[src/rtl/thermo_pkg.sv]
// Shared types and constants for the thermocouple acquisition controller.
package thermo_pkg;

  typedef enum logic [2:0] {
    StIdle,
    StWaitTick,
    StKick,
    StArmed,
    StXfer,
    StCapture
  } state_t;

  // Frame layout inside the 16-bit SPI receive word
  localparam int unsigned TEMP_MSB  = 13;
  localparam int unsigned TEMP_LSB  = 2;
  localparam int unsigned FAULT_BIT = 0;

  // Number of captures averaged when averaging is built in
  localparam int unsigned AVG_DEPTH = 4;

  function automatic logic [11:0] frame_temp(input logic [15:0] word);
    return word[TEMP_MSB:TEMP_LSB];
  endfunction

  function automatic logic frame_fault(input logic [15:0] word);
    return word[FAULT_BIT];
  endfunction

endpackage

[src/rtl/sample_tick_gen.sv]
// Period counter: one-cycle tick every SAMPLE_PERIOD cycles of continuous enable.
module sample_tick_gen #(
  parameter int unsigned SAMPLE_PERIOD = 25_000_000
) (
  input  logic clk,
  input  logic rst,
  input  logic enable,
  output logic tick
);

  localparam int unsigned CW = $clog2(SAMPLE_PERIOD);

  logic [CW-1:0] cnt_q;

  assign tick = enable && (cnt_q == CW'(SAMPLE_PERIOD - 1));

  // Free-running period count, held at zero while disabled
  always_ff @(posedge clk) begin
    if (rst || !enable) begin
      cnt_q <= '0;
    end else if (tick) begin
      cnt_q <= '0;
    end else begin
      cnt_q <= cnt_q + CW'(1);
    end
  end

endmodule

[src/rtl/thermo_sample_ctrl.sv]
// Periodic thermocouple acquisition controller: kicks the SPI master, guards the
// transfer with a timeout, decodes the frame and presents it on a valid/ready port.
// Optional build macro THERMO_SAMPLE_AVG_EN averages 4 non-fault captures per sample.
module thermo_sample_ctrl
  import thermo_pkg::*;
#(
  parameter int unsigned SAMPLE_PERIOD = 25_000_000,
  parameter int unsigned TIMEOUT       = 8192,
  parameter int unsigned SEQ_W         = 16
) (
  input  logic             clk,
  input  logic             rst,
  input  logic             enable,
  output logic             spi_start,
  input  logic             spi_busy,
  input  logic [15:0]      spi_dout,
  output logic             sample_valid,
  input  logic             sample_ready,
  output logic [11:0]      sample_temp,
  output logic             sample_fault,
  output logic [SEQ_W-1:0] sample_seq,
  output logic             err_timeout,
  output logic [7:0]       drop_cnt
);

  localparam int unsigned TO_W = $clog2(TIMEOUT);

  state_t           state_q, state_d;
  logic [TO_W-1:0]  to_cnt_q, to_cnt_d;
  logic             err_q, err_d;
  logic             valid_q, valid_d;
  logic [11:0]      temp_q, temp_d;
  logic             fault_q, fault_d;
  logic [SEQ_W-1:0] seq_q, seq_d;
  logic [SEQ_W-1:0] next_seq_q, next_seq_d;
  logic [7:0]       drop_q, drop_d;

  logic        tick;
  logic        capture;
  logic        timeout_hit;
  logic        load;
  logic [11:0] ld_temp;
  logic        ld_fault;
  logic [11:0] raw_temp;
  logic        raw_fault;
  logic        unused_bits;

  sample_tick_gen #(
    .SAMPLE_PERIOD (SAMPLE_PERIOD)
  ) u_tick (
    .clk    (clk),
    .rst    (rst),
    .enable (enable),
    .tick   (tick)
  );

  assign raw_temp    = frame_temp(spi_dout);
  assign raw_fault   = frame_fault(spi_dout);
  assign unused_bits = ^{spi_dout[15:14], spi_dout[1]};

  assign capture     = (state_q == StCapture);
  assign timeout_hit = ((state_q == StArmed) || (state_q == StXfer)) &&
                       (to_cnt_q == TO_W'(TIMEOUT - 1));

  // Sequencer next state, start pulse, timeout counter and sticky error
  always_comb begin
    state_d   = state_q;
    to_cnt_d  = to_cnt_q;
    err_d     = err_q;
    spi_start = 1'b0;
    unique case (state_q)
      StIdle: begin
        if (enable) state_d = StWaitTick;
      end
      StWaitTick: begin
        if (tick)         state_d = StKick;
        else if (!enable) state_d = StIdle;
      end
      StKick: begin
        spi_start = 1'b1;
        to_cnt_d  = '0;
        state_d   = StArmed;
      end
      StArmed, StXfer: begin
        to_cnt_d = to_cnt_q + TO_W'(1);
        if (timeout_hit) begin
          err_d   = 1'b1;
          state_d = StWaitTick;
        end else if ((state_q == StArmed) && spi_busy) begin
          state_d = StXfer;
        end else if ((state_q == StXfer) && !spi_busy) begin
          state_d = StCapture;
        end
      end
      StCapture: begin
        state_d = enable ? StWaitTick : StIdle;
      end
      default: state_d = StIdle;
    endcase
  end

`ifdef THERMO_SAMPLE_AVG_EN
  logic [13:0] acc_q, acc_d;
  logic [1:0]  avg_n_q, avg_n_d;
  logic [13:0] acc_sum;
  logic        unused_acc;

  assign acc_sum    = acc_q + {2'b00, raw_temp};
  assign unused_acc = ^acc_sum[1:0];

  // Averaging: faults bypass the accumulator, timeouts discard partial sums
  always_comb begin
    acc_d    = acc_q;
    avg_n_d  = avg_n_q;
    load     = 1'b0;
    ld_temp  = raw_temp;
    ld_fault = 1'b0;
    if (capture) begin
      if (raw_fault) begin
        load     = 1'b1;
        ld_fault = 1'b1;
        acc_d    = '0;
        avg_n_d  = '0;
      end else if (avg_n_q == 2'(AVG_DEPTH - 1)) begin
        load    = 1'b1;
        ld_temp = acc_sum[13:2];
        acc_d   = '0;
        avg_n_d = '0;
      end else begin
        acc_d   = acc_sum;
        avg_n_d = avg_n_q + 2'd1;
      end
    end
    if (timeout_hit) begin
      acc_d   = '0;
      avg_n_d = '0;
    end
  end

  // Accumulator state
  always_ff @(posedge clk) begin
    if (rst) begin
      acc_q   <= '0;
      avg_n_q <= '0;
    end else begin
      acc_q   <= acc_d;
      avg_n_q <= avg_n_d;
    end
  end
`else
  // Every capture becomes a sample
  always_comb begin
    load     = capture;
    ld_temp  = raw_temp;
    ld_fault = raw_fault;
  end
`endif

  // One-entry holding register with drop accounting
  always_comb begin
    valid_d    = valid_q;
    temp_d     = temp_q;
    fault_d    = fault_q;
    seq_d      = seq_q;
    next_seq_d = next_seq_q;
    drop_d     = drop_q;
    if (load) begin
      if (!valid_q || sample_ready) begin
        valid_d    = 1'b1;
        temp_d     = ld_temp;
        fault_d    = ld_fault;
        seq_d      = next_seq_q;
        next_seq_d = next_seq_q + SEQ_W'(1);
      end else if (drop_q != 8'hFF) begin
        drop_d = drop_q + 8'd1;
      end
    end else if (sample_ready) begin
      valid_d = 1'b0;
    end
  end

  // State and output registers
  always_ff @(posedge clk) begin
    if (rst) begin
      state_q    <= StIdle;
      to_cnt_q   <= '0;
      err_q      <= 1'b0;
      valid_q    <= 1'b0;
      temp_q     <= '0;
      fault_q    <= 1'b0;
      seq_q      <= '0;
      next_seq_q <= '0;
      drop_q     <= '0;
    end else begin
      state_q    <= state_d;
      to_cnt_q   <= to_cnt_d;
      err_q      <= err_d;
      valid_q    <= valid_d;
      temp_q     <= temp_d;
      fault_q    <= fault_d;
      seq_q      <= seq_d;
      next_seq_q <= next_seq_d;
      drop_q     <= drop_d;
    end
  end

  assign sample_valid = valid_q;
  assign sample_temp  = temp_q;
  assign sample_fault = fault_q;
  assign sample_seq   = seq_q;
  assign err_timeout  = err_q;
  assign drop_cnt     = drop_q;

endmodule

[config.mk]
export PLATFORM = sky130hd
export DESIGN_NAME = thermo_sample_ctrl
export DESIGN_NICKNAME = d
export VERILOG_FILES = /design/src/rtl/thermo_pkg.sv /design/src/rtl/sample_tick_gen.sv /design/src/rtl/thermo_sample_ctrl.sv
export SDC_FILE = /design/constraint.sdc
export NUM_CORES = 1
export LEC_CHECK = 0
export CAP_MARGIN = 25
export CORE_MARGIN = 4
export CORE_UTILIZATION = 32
export CTS_CLUSTER_SIZE = 14
export DETAILED_ROUTE_END_ITERATION = 10
export PLACE_DENSITY_LB_ADDON = 0.3
export SLEW_MARGIN = 20
export SYNTH_ARGS = -nofsm -noshare
export SYNTH_HDL_FRONTEND = slang
export SYNTH_SLANG_ARGS = --single-unit
[constraint.sdc]
create_clock -name clk -period 6.4 [get_ports clk]
set_clock_uncertainty 0.2 [all_clocks]
set_input_delay 0.64 -clock clk [delete_from_list [all_inputs] [get_ports clk]]
set_output_delay 0.64 -clock clk [all_outputs]
set_load 0.02 [all_outputs]
# --- Word-level counts from Yosys, hierarchy flattened ---
# Index checks and enable logic that the tools add are counted.
word_totals:
  inputBits: 21
  n_memories: 0
  ramBits: 0
  latch_bits: 0
  regBits: 96
  out_inout_bits: 40
  romBits: 0
op_classes:
  n_bitwise: 1
  order_cmp: 0
  n_shift: 0
  n_addsub: 4
  n_mux: 13
  n_mul: 0
  n_reduce_logical: 20
  n_div: 0
  eq_ne: 12
op_table:
  columns: ["operator", "count"]
  rows:
  - ["$pmux 13 s2", 1]
  - ["$add 25x1->25 const B", 1]
  - ["$eq 25x25->1 const B", 1]
  - ["$mux 3", 6]
  - ["$add 16x1->16 const B", 1]
  - ["$pmux 3 s5", 1]
  - ["$add 13x1->13 const B", 1]
  - ["$eq 13x13->1 const B", 1]
  - ["$add 8x1->8 const B", 1]
  - ["$ne 8x8->1 const B", 1]
  - ["$eq 3x2->1 const B", 2]
  - ["$eq 3x3->1 const B", 2]
  - ["$reduce_and 2->1", 3]
  - ["$reduce_and 3->1", 2]
  - ["$mux 1", 5]
  - ["$logic_and 1x1->1", 4]
  - ["$ne 4x4->1 const B", 1]
  - ["$reduce_bool 2->1", 2]
  - ["$reduce_or 2->1", 2]
  - ["$eq 3x1->1 const B", 1]
  - ["$logic_not 1->1", 3]
  - ["$logic_not 3->1", 1]
  - ["$logic_or 1x1->1", 3]
  - ["$ne 3x3->1 const B", 1]
  - ["3 further kinds", 3]

# --- Longest topological paths before layout ---
depth:
  depth_word: 6
  depth_mapped: 7

# --- By module ---
# Synthesis repeated with hierarchy kept, for this count alone.
hier_totals:
  hier_cells: 515
  hier_area_um2: 4324.1
modules_own_cells:
  columns: ["module", "n_inst", "cells_per_inst", "area_each_um2"]
  rows:
  - ["thermo_sample_ctrl", 1, 380, 3125.5]
  - ["sample_tick_gen", 1, 135, 1198.6]

# --- Worst setup path before layout ---
# No wires, ideal clock.
synth_path:
  kind: "reg-to-reg"
  start: "register to_cnt_q[0]"
  end: "register state_q[1]"
  slack_ns: 4.313
  setup_ns: 0.114
  synth_period_minus_slack_ns: 2.087
  path_stages_with_launch: 7
  path_buffers: 0
  arrival_ns: 1.773
  cell_sequence: "dfxtp_1 -> ha_1 -> nand4_1 -> nor4_1 -> a21oi_1 -> o211a_1 -> a21o_1"
synth_between:
  elab_chain_len: 4
  word_cells_on_any_way: 6
  cone_classes: "eq/ne: 2; mux: 2; reduce/logical: 2"
synth_lines:
  columns: ["element", "line_no", "source"]
  rows:
  - ["start, declared", "thermo_sample_ctrl.sv:29", "logic [TO_W-1:0] to_cnt_q, to_cnt_d;"]
  - ["start signal, assigned", "thermo_sample_ctrl.sv:196", "to_cnt_q <= to_cnt_d;"]
  - ["$eq 13x13->1 (*)", "thermo_sample_ctrl.sv:63", "(to_cnt_q == TO_W'(TIMEOUT - 1));"]
  - ["$logic_and 1x1->1 (*)", "thermo_sample_ctrl.sv:62", "assign timeout_hit = ((state_q == StArmed) || (state_q == StXfer)) &&"]
  - ["$mux 3 / $ne 4x4->1 (equally long branches)", null, null]
  - ["$pmux 3 s5 / $reduce_and 3->1 (equally long branches)", null, null]
  - ["end signal, assigned", "thermo_sample_ctrl.sv:185", "state_q <= StIdle;"]
  - ["end signal, assigned", "thermo_sample_ctrl.sv:195", "state_q <= state_d;"]
  - ["end, declared", "thermo_sample_ctrl.sv:28", "state_t state_q, state_d;"]
# Mark *: on every way between the ends. The rest lies on a longest branch, timed or not.
# A chain may end at the register's enable or synchronous reset.

# --- Worst setup path after layout ---
layout_path:
  start: "register state_q[1]"
  end: "output port spi_start"
layout_between:
  elab_chain_len: 2
layout_lines:
  columns: ["element", "line_no", "source"]
  rows:
  - ["$eq 3x2->1", "thermo_sample_ctrl.sv:71", "unique case (state_q)"]
  - ["$mux 1", "thermo_sample_ctrl.sv:71", null]
  - ["end, declared", "thermo_sample_ctrl.sv:14", "output logic spi_start,"]
# No other way between the ends.

==> insert_results.sql <==
INSERT INTO impl_metrics (metric_group, metric, value, unit) VALUES
('status', 'status', 'completed', ''),
('timing', 'timing_worst_slew_pin_value', '0.9357', 'ns'),
('drt', 'drc_errors', '0', ''),
('final_layout', 'drive_above_1_share', '5.197', '%'),
('drt', 'dr.first_iter.drc_count', '171', ''),
('global_route', 'antenna_violations_before_repair', '0', ''),
('setup_path', 'worst-r2r-setup-slack', '3.81', 'ns'),
('timing', 'finalHoldViolations', '0', ''),
('timing', 'setup-tns-final', '0', 'ns'),
('placed_design', 'pre_cts_ws', '3.468', 'ns'),
('global_route', 'maximum_number_of_pins_on_one_net_before_global_route_repair', '73', ''),
('drt', 'route.detailed.wl_per_inst', '12.55', 'um'),
('setup_path', 'worst_ep_arrival_time', '2.45', 'ns'),
('global_route', 'grt_pass1_vias', '3441', ''),
('timing', 'final.setup.worst_slack', '3.114', 'ns'),
('synthesis', 'yosysSeqAreaShare', '45.81', '%'),
('drt', 'routed_wl', '9163', 'um'),
('synthesis', 'synth_enable_flop_cells', '0', ''),
('clock_network', 'cts_htree_levels', '3', ''),
('placed_design', 'post_dp_cell_area', '0.004881', 'mm^2'),
('timing', 'max_slew_headroom_at_the_worst_pin', '37.05', '%'),
('timing', 'final-max-slew-violation-count', '0', ''),
('die', 'num_rows', '41', ''),
('setup_path', 'r2r.worst_path.cells', '6', ''),
('setup_path', 'r2r-start', 'to_cnt_q[0]', ''),
('clock_network', 'post_cts.repair.setup_buffers', '0', ''),
('timing', 'rsz0062_at_grt', 'false', ''),
('clock_network', 'number_of_clock_sinks', '96', ''),
('clock_network', 'hold_bufs_at_cts', '0', ''),
('global_route', 'groute.usage.overall', '12.52', '%'),
('synthesis', 'synth_compound_area_share', '11.48', '%'),
('final_layout', 'postLayoutCoreUtil', '40.78', '%'),
('clock_network', 'clkTransAtPathRegs', '0.06', 'ns'),
('global_route', 'grt_pass1_wl', '15640', 'um'),
('clock_network', 'clock-root-buffer', 'sky130_fd_sc_hd__clkbuf_16', ''),
('clock_network', 'worst_skew_pair.late_latency', '0.33', 'ns'),
('synthesis', 'synth_top_cells_by_count', 'sky130_fd_sc_hd__dfxtp_1, sky130_fd_sc_hd__nand2_1, sky130_fd_sc_hd__nor2_1, sky130_fd_sc_hd__a21oi_1', ''),
('die', 'die-area', '0.01501', 'mm^2'),
('die', 'core_area', '0.01272', 'mm^2'),
('drt', 'drt.antenna.violating_nets', '0', ''),
('setup_path', 'critical_path_required', '5.56', 'ns'),
('drt', 'via_density_per_instance', '4.871', ''),
('final_layout', 'fin_area', '0.005189', 'mm^2'),
('synthesis', 'synthCells', '508', ''),
('clock_network', 'tritoncts', 'built', ''),
('setup_path', 'criticalPathCategory', 'reg2out', ''),
('clock_network', 'ctsResizeCount', '0', ''),
('final_layout', 'layout-area-overhead-vs-synth', '23.68', '%'),
('synthesis', 'synth_async_sr_flop_share', '0', '%'),
('synthesis', 'synth.mux.area_fraction', '1.014', '%'),
('final_layout', 'n_antenna_cell', '0', ''),
('setup_path', 'launching_element_type_of_the_critical_path', 'flop', ''),
('placed_design', 'gp_routability_congestion', '0.7726', ''),
('drt', 'firstDrtPassIters', '4', ''),
('synthesis', 'ys_ff_latch', '96', ''),
('die', 'floorplan.io_pins', '61', ''),
('synthesis', 'synthSimpleGateAreaFrac', '28.36', '%'),
('synthesis', 'synth.lib_cells_used.distinct', '53', ''),
('die', 'fp.dieH', '122.5', 'um'),
('synthesis', 'syn_avg_cell_area', '8.258', 'um^2'),
('final_layout', 'layout.nets', '579', ''),
('synthesis', 'yosysTopAreaCellShare', '45.81', '%'),
('worst_hold_path', 'min_path_cells', '2', ''),
('pwr', 'pwr_per_cell_area', '230.1', 'mW/mm^2'),
('synthesis', 'synth_xor_xnor_area_share', '8.351', '%'),
('timing', 'finalSetupViolations', '0', ''),
('pwr', 'power.ir.vdd_worst', '115.2', 'uV'),
('synthesis', 'netlist.top_cell.by_area', 'sky130_fd_sc_hd__dfxtp_1', ''),
('placed_design', 'detailed_placement_wirelength_estimate', '6364', 'um'),
('synthesis', 'postSynthNetCount', '533', ''),
('synthesis', 'cell_with_the_most_instances_after_synthesis', 'sky130_fd_sc_hd__dfxtp_1', '');
## layout make-up
type / count / area [um^2]
sequential: 96 / 1922
multi-input combinational: 379 / 2115
timing repair buffer: 60 / 599.3
clock buffer: 13 / 270.3
inverter: 8 / 30.03
tap: 172 / 215.2
clock inverter: 2 / 37.54
fill: 1323 / 7533
## sequential cells by signal, indices dropped and copies added (netlist names)
register,flops
u_tick.cnt_q,25
err_timeout,1
sample_temp,12
state_q,3
sample_valid,1
sample_fault,1
next_seq_q,16
to_cnt_q,13
sample_seq,16
drop_cnt,8
## per-stage QoR
step / std cells / total power, mW
global route: 730 / 1.240
global placement: 713 / 0.6586
detailed placement: 715 / 0.6595
finish: 730 / 1.194
CTS: 730 / 1.215
floorplan: 508 / 0.6441
## critical path, cell delays in order, from the launching register on
cell and delay, ns:
sky130_fd_sc_hd__dfxtp_1 0.71, sky130_fd_sc_hd__nor2b_1 0.33, sky130_fd_sc_hd__nand2b_1 0.24, sky130_fd_sc_hd__inv_1 0.18
sky130_fd_sc_hd__clkdlybuf4s50_1 0.65
## power breakdown
group	total (mW)	leakage, nW	internal, mW	switching [mW]
clock network	0.548	0.148	0.333	0.215
registers	0.608	0.773	0.600	0.00793
logic	0.0384	0.757	0.0174	0.0211
total	1.19	1.68	0.950	0.244
## metal layers
| metal | GRT usage [%] | up-vias | routed length [um] |
|---|---|---|---|
| met5 | 0 | - | 0 |
| met4 | 3.359 | 0 | 85 |
| met2 | 20.85 | 54 | 4276 |
| met3 | 3.456 | 8 | 383 |
| li1 | - | 1846 | - |
| met1 | 15.99 | 1648 | 4418 |
## cells in the final DEF (no fill, tap or decap), drive strengths merged, types with 2 or more instances in the layout
cell type,count
dfxtp,96
nand2,87
nand3,23
nor4,7
a311oi,2
or2b,2
nor2,65
clkdlybuf4s50,56
buf,4
nand4,19
or2,3
ha,4
or3,5
nor2b,5
o21ai,9
o41ai,3
clkbuf,13
o2111ai,4
a21oi,49
and4,3
mux2i,2
mux2,2
a41oi,2
xnor2,18
nand2b,4
a2111oi,4
or4,2
xor2,22
inv,8
o22ai,2
nor3,11
and3,6
## kinds of logic after synthesis
kind of cell             Yosys count
AND/OR/NAND/NOR                  250
buffers and inverters             33
AO/OA/AOI/OAI                     81
adder cells (fa/ha/maj)            4
flip-flops                        96
multiplexers                       4
XOR/XNOR                          40
## worst max-delay path by stage
stage,from,slack [ns],cells past startpoint,end
detailed placement,state_q[1],3.47,4,spi_start
CTS,state_q[1],3.10,4,spi_start
finish,state_q[1],3.11,4,spi_start
global route,state_q[1],2.90,4,spi_start
global placement,sample_ready,3.41,6,next_seq_q[4]
floorplan,to_cnt_q[0],4.31,6,state_q[1]
No activity file was read; power rests on OpenSTA's default activity.
